## src/rtl/edge_det_pkg.sv

```systemverilog
// ----------------------------------------------------------------------------
// edge_det_pkg
// Shared types for the multi-channel edge detector.
//   edge_mode_t : per-channel selection of which accepted edges raise o_event
//   deb_state_t : per-channel debounce FSM state
//   mode_gate() : applies an edge_mode_t to a rise/fall pulse pair
// ----------------------------------------------------------------------------
package edge_det_pkg;

    typedef enum logic [1:0] {
        NONE = 2'b00,
        RISE = 2'b01,
        FALL = 2'b10,
        BOTH = 2'b11
    } edge_mode_t;

    typedef enum logic [1:0] {
        STABLE_LO = 2'b00,
        PEND_HI   = 2'b01,
        STABLE_HI = 2'b10,
        PEND_LO   = 2'b11
    } deb_state_t;

    // Bit 0 of the mode enables rising edges, bit 1 enables falling edges.
    function automatic logic mode_gate(input logic rise, input logic fall,
                                       input logic [1:0] mode);
        return (rise & mode[0]) | (fall & mode[1]);
    endfunction

endpackage

```

## src/rtl/edge_det_chan.sv

```systemverilog
// ----------------------------------------------------------------------------
// edge_det_chan
// One channel of the edge detector: synchroniser chain, debounce FSM with a
// saturating stability counter, and registered level / rise / fall outputs.
//
// state     | meaning
// ----------+------------------------------------------------------------
// STABLE_LO | accepted level 0, synchronised input agrees
// PEND_HI   | accepted level 0, input has been 1 for cnt cycles
// STABLE_HI | accepted level 1, synchronised input agrees
// PEND_LO   | accepted level 1, input has been 0 for cnt cycles
//
// Ports
//   i_clk    : clock, posedge
//   i_reset  : synchronous active-high reset
//   i_in     : raw asynchronous level
//   o_level  : debounced level (registered)
//   o_rise   : one-cycle pulse on an accepted 0->1 transition (registered)
//   o_fall   : one-cycle pulse on an accepted 1->0 transition (registered)
// ----------------------------------------------------------------------------
module edge_det_chan #(
    parameter int SYNC_STAGES     = 2,
    parameter int DEBOUNCE_CYCLES = 4
) (
    input  logic i_clk,
    input  logic i_reset,
    input  logic i_in,
    output logic o_level,
    output logic o_rise,
    output logic o_fall
);
    import edge_det_pkg::*;

    localparam int CW = $clog2(DEBOUNCE_CYCLES + 1);
    localparam logic [CW-1:0] CNT_MAX = CW'(DEBOUNCE_CYCLES);

    logic [SYNC_STAGES-1:0] sync_q;
    logic                   s;
    deb_state_t             state_q, state_d;
    logic [CW-1:0]          cnt_q, cnt_d, cnt_inc;
    logic                   level_q, level_d;
    logic                   rise_q, rise_d;
    logic                   fall_q, fall_d;

    assign s = sync_q[SYNC_STAGES-1];

    always_ff @(posedge i_clk) begin
        if (i_reset) begin
            sync_q <= '0;
        end else begin
            sync_q <= {sync_q[SYNC_STAGES-2:0], i_in};
        end
    end

    // Saturating increment: the counter never wraps past CNT_MAX.
    assign cnt_inc = (cnt_q >= CNT_MAX) ? CNT_MAX : cnt_q + 1'b1;

    always_comb begin
        state_d = state_q;
        cnt_d   = cnt_q;
        rise_d  = 1'b0;
        fall_d  = 1'b0;
        unique case (state_q)
            STABLE_LO: begin
                if (s) begin
                    // With a debounce length of one the first sample suffices.
                    if (CNT_MAX == CW'(1)) begin
                        state_d = STABLE_HI;
                        cnt_d   = '0;
                        rise_d  = 1'b1;
                    end else begin
                        state_d = PEND_HI;
                        cnt_d   = CW'(1);
                    end
                end
            end
            PEND_HI: begin
                if (!s) begin
                    state_d = STABLE_LO;
                    cnt_d   = '0;
                end else if (cnt_inc == CNT_MAX) begin
                    state_d = STABLE_HI;
                    cnt_d   = '0;
                    rise_d  = 1'b1;
                end else begin
                    cnt_d = cnt_inc;
                end
            end
            STABLE_HI: begin
                if (!s) begin
                    if (CNT_MAX == CW'(1)) begin
                        state_d = STABLE_LO;
                        cnt_d   = '0;
                        fall_d  = 1'b1;
                    end else begin
                        state_d = PEND_LO;
                        cnt_d   = CW'(1);
                    end
                end
            end
            PEND_LO: begin
                if (s) begin
                    state_d = STABLE_HI;
                    cnt_d   = '0;
                end else if (cnt_inc == CNT_MAX) begin
                    state_d = STABLE_LO;
                    cnt_d   = '0;
                    fall_d  = 1'b1;
                end else begin
                    cnt_d = cnt_inc;
                end
            end
            default: begin
                state_d = STABLE_LO;
                cnt_d   = '0;
            end
        endcase
    end

    // Level is registered from the next state so it changes on the same
    // edge as the pulse.
    assign level_d = (state_d == STABLE_HI) || (state_d == PEND_LO);

    always_ff @(posedge i_clk) begin
        if (i_reset) begin
            state_q <= STABLE_LO;
            cnt_q   <= '0;
            level_q <= 1'b0;
            rise_q  <= 1'b0;
            fall_q  <= 1'b0;
        end else begin
            state_q <= state_d;
            cnt_q   <= cnt_d;
            level_q <= level_d;
            rise_q  <= rise_d;
            fall_q  <= fall_d;
        end
    end

    assign o_level = level_q;
    assign o_rise  = rise_q;
    assign o_fall  = fall_q;

endmodule

```

## src/rtl/multi_edge_detector.sv

```systemverilog
// ----------------------------------------------------------------------------
// multi_edge_detector
// Bank of N_CH independent synchronise/debounce/edge-pulse channels with
// per-channel edge-mode gating, an any-event summary and optional sticky flags.
//
// Build option: define EDGE_DET_STICKY_EN to enable the sticky event flags.
// Without it o_sticky is held at 0 and i_clr is ignored.
//
// Ports
//   i_clk       : clock, posedge
//   i_reset     : synchronous active-high reset
//   i_in        : raw asynchronous levels, one per channel
//   i_mode      : edge_mode_t per channel, channel k at [2k+1:2k]
//   i_clr       : per-channel sticky flag clear
//   o_level     : debounced levels
//   o_rise_out  : accepted 0->1 pulses
//   o_fall_out  : accepted 1->0 pulses
//   o_event     : mode-qualified pulses (combinational from registered pulses)
//   o_any_event : OR of o_event
//   o_sticky    : latched event flags
// ----------------------------------------------------------------------------
module multi_edge_detector #(
    parameter int N_CH            = 4,
    parameter int SYNC_STAGES     = 2,
    parameter int DEBOUNCE_CYCLES = 4
) (
    input  logic              i_clk,
    input  logic              i_reset,
    input  logic [N_CH-1:0]   i_in,
    input  logic [2*N_CH-1:0] i_mode,
    input  logic [N_CH-1:0]   i_clr,
    output logic [N_CH-1:0]   o_level,
    output logic [N_CH-1:0]   o_rise_out,
    output logic [N_CH-1:0]   o_fall_out,
    output logic [N_CH-1:0]   o_event,
    output logic              o_any_event,
    output logic [N_CH-1:0]   o_sticky
);
    import edge_det_pkg::*;

    for (genvar k = 0; k < N_CH; k++) begin : g_chan
        edge_det_chan #(
            .SYNC_STAGES     (SYNC_STAGES),
            .DEBOUNCE_CYCLES (DEBOUNCE_CYCLES)
        ) u_chan (
            .i_clk   (i_clk),
            .i_reset (i_reset),
            .i_in    (i_in[k]),
            .o_level (o_level[k]),
            .o_rise  (o_rise_out[k]),
            .o_fall  (o_fall_out[k])
        );
    end

    // Mode is applied combinationally so a mode change gates the current pulse.
    always_comb begin
        o_event = '0;
        for (int k = 0; k < N_CH; k++) begin
            o_event[k] = mode_gate(o_rise_out[k], o_fall_out[k], i_mode[2*k +: 2]);
        end
    end

    assign o_any_event = |o_event;

`ifdef EDGE_DET_STICKY_EN
    logic [N_CH-1:0] sticky_q;

    // Set has priority over clear.
    always_ff @(posedge i_clk) begin
        if (i_reset) begin
            sticky_q <= '0;
        end else begin
            sticky_q <= (sticky_q & ~i_clr) | o_event;
        end
    end

    assign o_sticky = sticky_q;
`else
    logic unused_clr;
    assign unused_clr = ^i_clr;
    assign o_sticky   = '0;
`endif

endmodule

```

## config.mk

```make
export PLATFORM = sky130hd
export DESIGN_NAME = multi_edge_detector
export DESIGN_NICKNAME = d
export VERILOG_FILES = /design/src/rtl/edge_det_pkg.sv /design/src/rtl/edge_det_chan.sv /design/src/rtl/multi_edge_detector.sv
export SDC_FILE = /design/constraint.sdc
export NUM_CORES = 1
export LEC_CHECK = 0
export ABC_CLOCK_PERIOD_IN_PS = 2050
export CORE_UTILIZATION = 49
export DETAILED_ROUTE_END_ITERATION = 10
export PLACE_DENSITY = 0.82
export SLEW_MARGIN = 20
export SYNTH_ARGS = -nofsm -noshare
export SYNTH_HDL_FRONTEND = slang
export SYNTH_SLANG_ARGS = --single-unit
```

## constraint.sdc

```tcl
create_clock -name i_clk -period 2.05 [get_ports i_clk]
set_clock_uncertainty 0.2 [all_clocks]
set_input_delay 0.41 -clock i_clk [delete_from_list [all_inputs] [get_ports i_clk]]
set_output_delay 0.41 -clock i_clk [all_outputs]
set_load 0.05 [all_outputs]
```

Word level (Yosys, flattened, before mapping)

Cells that the tools add are included.

Flip-flop bits (word level): 40
Output and inout bits: 21

Add/subtract/negate cells: 4
Order comparisons: 4
Equality and inequality tests: 32
Multiplexer cells: 60
Bitwise logic cells: 24
Reduce and logical (&&, ||, !) cells: 21

Operator list:

| operator                                                 | count |
|---|---|
| two-way mux 3 bit                                        | 24 |
| two-way mux 2 bit                                        | 24 |
| one-hot mux 3 bit (4 select lines)                       | 4 |
| equality test 2 bit, second input constant               | 16 |
| one-hot mux 2 bit (4 select lines)                       | 4 |
| OR reduction 3 bit                                       | 8 |
| adder 3 x 1 -> 3 bit, second input constant              | 4 |
| equality test 3 bit, second input constant               | 4 |
| greater-or-equal comparator 3 bit, second input constant | 4 |
| NOT 1 bit                                                | 12 |
| bitwise AND 1 bit                                        | 8 |
| equality test 2 x 1 -> 1 bit, second input constant      | 4 |
| logical NOT 2 bit                                        | 4 |
| != test 2 x 1 -> 1 bit, second input constant            | 4 |
| != test 2 bit, second input constant                     | 4 |
| AND reduction 2 bit                                      | 4 |
| logical OR 1 bit                                         | 4 |
| two-way mux 1 bit                                        | 4 |
| OR 1 bit                                                 | 4 |
| OR reduction 4 bit                                       | 1 |

Depth between registers and ports, before layout

Depth in word-level cells: 8
Mapped depth: 5
Gate-level depth less buffers: 5

By module

From an unflattened synthesis, not the netlist that was laid out.

Cell total of the unflattened synthesis: 170
Area, all modules: 1687.9 um^2

Modules (own cells, without submodules):

| module              | instances | cells an instance | area an instance (um^2) | seq. area each (um^2) |
|---|---|---|---|---|
| edge_det_chan       | 4         | 40                | 402.9                   | 200.2 |
| multi_edge_detector | 1         | 10                | 76.3                    | 0.0 |

Worst setup path after synthesis

No wires, ideal clock.

Kind: input port to output port
From: input i_mode[4]
To: output o_any_event
Arrival: 1627 ps
Path slack: -187 ps
Stages on the path: 2
Path through: a22o_1 -> or4_1

Word-level cells in the longest chain between the ends: 3

RTL lines:

| element            | RTL line                  | source |
|---|---|---|
| from (decl)        | multi_edge_detector.sv:30 | `input logic [2*N_CH-1:0] i_mode,` |
| bitwise AND 1 bit  | edge_det_pkg.sv:27        | `return (rise & mode[0]) \| (fall & mode[1]);` |
| OR 1 bit           | edge_det_pkg.sv:27        |  |
| OR reduction 4 bit | multi_edge_detector.sv:63 | `assign o_any_event = \|o_event;` |
| to (decl)          | multi_edge_detector.sv:36 | `output logic o_any_event,` |

No other way between the ends.

Worst setup path in the final report

From: input i_mode[2]
To: output o_any_event

Same word-level chain as after synthesis.

==> impl_metrics.csv <==
group,metric,value,unit
place,pre_cts_ws,-0.368,ns
clock_tree,h-tree-depth,2,
routing,via_per_inst,5.25,
run_status,status,"finished, violations left",
cells_and_area,multi_input_area,817,µm²
critical_path,reg2reg_from,"g_chan[2].u_chan.cnt_q[0]$_SDFFE_PP0P_",
critical_path,path_class,"input port to primary output",
sta,finalSetupViolCount,1,
floorplan,start_util,51.4,%
sta,fin_ws,-0.174,ns
global_route,grt_max_degree,41,
sta,layout_worst_path_cycle_share,108,%
min_path,min_path_cells,1,
floorplan,core_area,0.00334,mm²
yosys,synth_top_area_share,44.4,%
cells_and_area,nets,225,
floorplan,ios,39,
clock_tree,clockBufferDepth,2,
sta,drv_slew,0,
yosys,post-synth-top-count-cell,"dfxtp_1",
clock_tree,holdBufCountCts,0,
pwr,pwr-share-clk,29.1,%
sta,setup_tns,-0.174,ns
yosys,synth-xor-area-share,4.09,%
pwr,p_int,0.920,mW
clock_tree,cts_tree,"yes",
clock_tree,clock_sinks,38,
pwr,p_leak,0.834,nW
clock_tree,clkLatencyLatePin,0.33,ns
min_path,worstHoldEndpoint,"g_chan[0].u_chan.sync_q[1]$_SDFF_PP0_",
cells_and_area,antenna_cells,0,
clock_tree,clk_pin_slew,0.10,ns
yosys,seq_area_frac_synth,44.4,%
yosys,ys.flop_type,"dfxtp_1",
critical_path,reg2reg_depth,5,
sta,fmaxAchievable,0.450,GHz
global_route,grt_pass1_vias,1174,
yosys,synth_simple_gate_area_share,19.6,%
critical_path,cp_cell_sequence,"dlygate4sd2_1 -> a22o_4 -> or4_4 -> buf_8",
yosys,synth-edff-count,0,
floorplan,rows,21,
yosys,yosys_warnings,0,
routing,totalWireLength,3160,µm
cells_and_area,utilization,62.6,%
global_route,grt_overflow,0,
critical_path,slowest_stage,"or4_4",
run_status,violations,"negative setup slack",
sta,rsz0062_at_grt,"yes",
cells_and_area,drive_above_1_share,18.6,%
sta,fin_crit,2.22,ns
floorplan,die_height,61.1,µm
yosys,synth_area_leaders,"dfxtp_1 (44%), buf_4 (7.0%), ha_1 (5.8%)",
cells_and_area,syn2layout_area_growth,21.9,%
critical_path,start_kind,"input port",
yosys,synthMuxAreaShare,3.50,%
routing,detail-route-antenna-nets,0,
yosys,synth_compound_area_share,12.4,%
critical_path,path_max_fanout,2,
global_route,grt_pass1_wl,4830,µm
cells_and_area,ff_latch_area,766,µm²
critical_path,cpPeakStageDelay,0.52,ns
yosys,syn_area,0.00171,mm²
yosys,synth_top_family_by_area,"simple AND/OR/NAND/NOR gates",
pwr,p_seq_share,63.6,%
yosys,synthArstFlopShare,0,%
min_path,min_from,"g_chan[0].u_chan.sync_q[0]$_SDFF_PP0_",
floorplan,dieWidth,61.1,µm
yosys,synth_fa_ha_area_share,5.84,%
pwr,combPwrFrac,7.2,%
pwr,switching_share,23.3,%
yosys,synth_area_per_cell,9.97,µm²
sta,hold_ws,0.243,ns
yosys,ys_ff_latch,38,
floorplan,die_area,0.00374,mm²
global_route,track_usage,17.5,%
routing,firstDrtPassIters,7,
cells_and_area,final.fill_count,271,
flow_run,maxCapViolations,0,
pwr,pwr_density_cell,574,mW/mm²
routing,wl_per_cell,12.9,µm
critical_path,end_kind,"primary output",
pwr,p_sw,0.280,mW
critical_path,critPathRequiredTime,1.44,ns
place,routabilityCongestion,0.610,
critical_path,r2r_end,"g_chan[2].u_chan.o_rise$_SDFF_PP0_",
min_path,holdCritPathClass,"flip-flop to flip-flop",
yosys,synth_top_area_cell,"dfxtp_1",
place,dpl.hpwl,2250,µm
pwr,peakVddDrop,0.521,mV
yosys,ys_top_cells_by_count,"dfxtp_1 (38), buf_4 (16), nor2b_1 (12), inv_1 (9)",
routing,num_vias,1287,
routing,drc,0,
place,portBuffers,30,
yosys,synth_cell_type_count,27,
global_route,antenna_found_initial,0,
routing,drt_iter0_drc,105,
clock_tree,cts_root_buffer,"clkbuf_4",
critical_path,reg2reg_slack,0.29,ns
sta,finalHoldViolations,0,
yosys,synthCells,172,
critical_path,worstPathArrival,1.61,ns
clock_tree,cts_inserted_buffers,5,
==> what timing repair did <==
action / 4_1_cts / 5_1_grt
endpoints found under the setup margin: 1 / 1
buffers inserted: 3 / 0
gates cloned: 0 / 0
resized for setup: 14 / 2
pin swaps: 5 / 2
==> registers in the layout (all words and copies together), names as in the netlist <==
name and flops:
g_chan.u_chan.cnt_q 12, g_chan.u_chan.o_fall 4, g_chan.u_chan.o_level 3, g_chan.u_chan.o_rise 4
g_chan.u_chan.state_q 7, g_chan.u_chan.sync_q 8
==> power groups by stage <==
stage	Combinational [mW]	Sequential, mW	Clock (mW)
global route	0.0939	0.766	0.395
detailed placement	0.0910	0.781	0
CTS	0.0867	0.764	0.365
global placement	0.0870	0.780	0
floorplan	0.0613	0.778	0
finish	0.0869	0.764	0.349
==> worst max-delay path: cells and delay by family <==
family,cells,cell delay [ns]
simple gates,1,0.52
buf+inv,2,0.42
compound gates,1,0.27
==> how the worst max path moves through the flow <==
stage / start / to / slack [ns] / cells past startpoint
detailed placement: i_mode[2] / o_any_event / -0.37 / 4
CTS: g_chan[3].u_chan.o_rise$_SDFF_PP0_ / o_any_event / -0.18 / 3
floorplan: i_mode[2] / o_any_event / 0.02 / 2
global route: g_chan[1].u_chan.o_rise$_SDFF_PP0_ / o_any_event / -0.22 / 3
global placement: i_mode[2] / o_any_event / -0.36 / 4
finish: i_mode[2] / o_any_event / -0.17 / 4
==> routing by layer <==
metal | global-route usage (%) | wire length (µm) | part of all wire, %
met1 | 19.9 | 1290 | 41
met2 | 30.6 | 1660 | 53
met3 | 6.51 | 197 | 6.2
met4 | 4.87 | 6 | 0.19
met5 | 0 | 0 | 0
==> per-stage QoR <==
stage | area (µm²) | total power [mW] | cells
2_1_floorplan | 1730 | 0.839 | 175
3_3_place_gp | 2000 | 0.867 | 235
4_1_cts | 2090 | 1.22 | 245
5_1_grt | 2090 | 1.26 | 245
3_5_place_dp | 2000 | 0.872 | 235
6_report | 2090 | 1.20 | 245
==> kinds of logic after synthesis <==
kind of cell,Yosys count
simple gates,51
fa+ha+maj,8
compound gates,31
buf+inv,29
xor+xnor,8
flops,38
other cells,1
mux,6
==> cells in the final DEF, fill, tap and decap left out, types with 5 or more instances in the layout <==
| cell type | n |
|---|---|
| buf_12 | 5 |
| mux2i_1 | 6 |
| o21a_1 | 7 |
| nand2b_1 | 8 |
| clkdlybuf4s50_1 | 5 |
| a21oi_1 | 8 |
| nor4b_1 | 8 |
| nand3_1 | 6 |
| inv_1 | 9 |
| buf_4 | 18 |
| dfxtp_1 | 34 |
| clkbuf_4 | 5 |
| nor2b_1 | 12 |
| ha_1 | 8 |
| dlygate4sd2_1 | 8 |
==> area by class of cell <==
cell class | count | area share, %
clock buffer | 7 | 2.16
tap | 46 | 2.75
sequential | 38 | 36.6
timing repair buffer | 37 | 17.7
multi-input combinational | 108 | 39.1
inverter | 9 | 1.62
No activity file was read; power rests on OpenSTA's default activity.
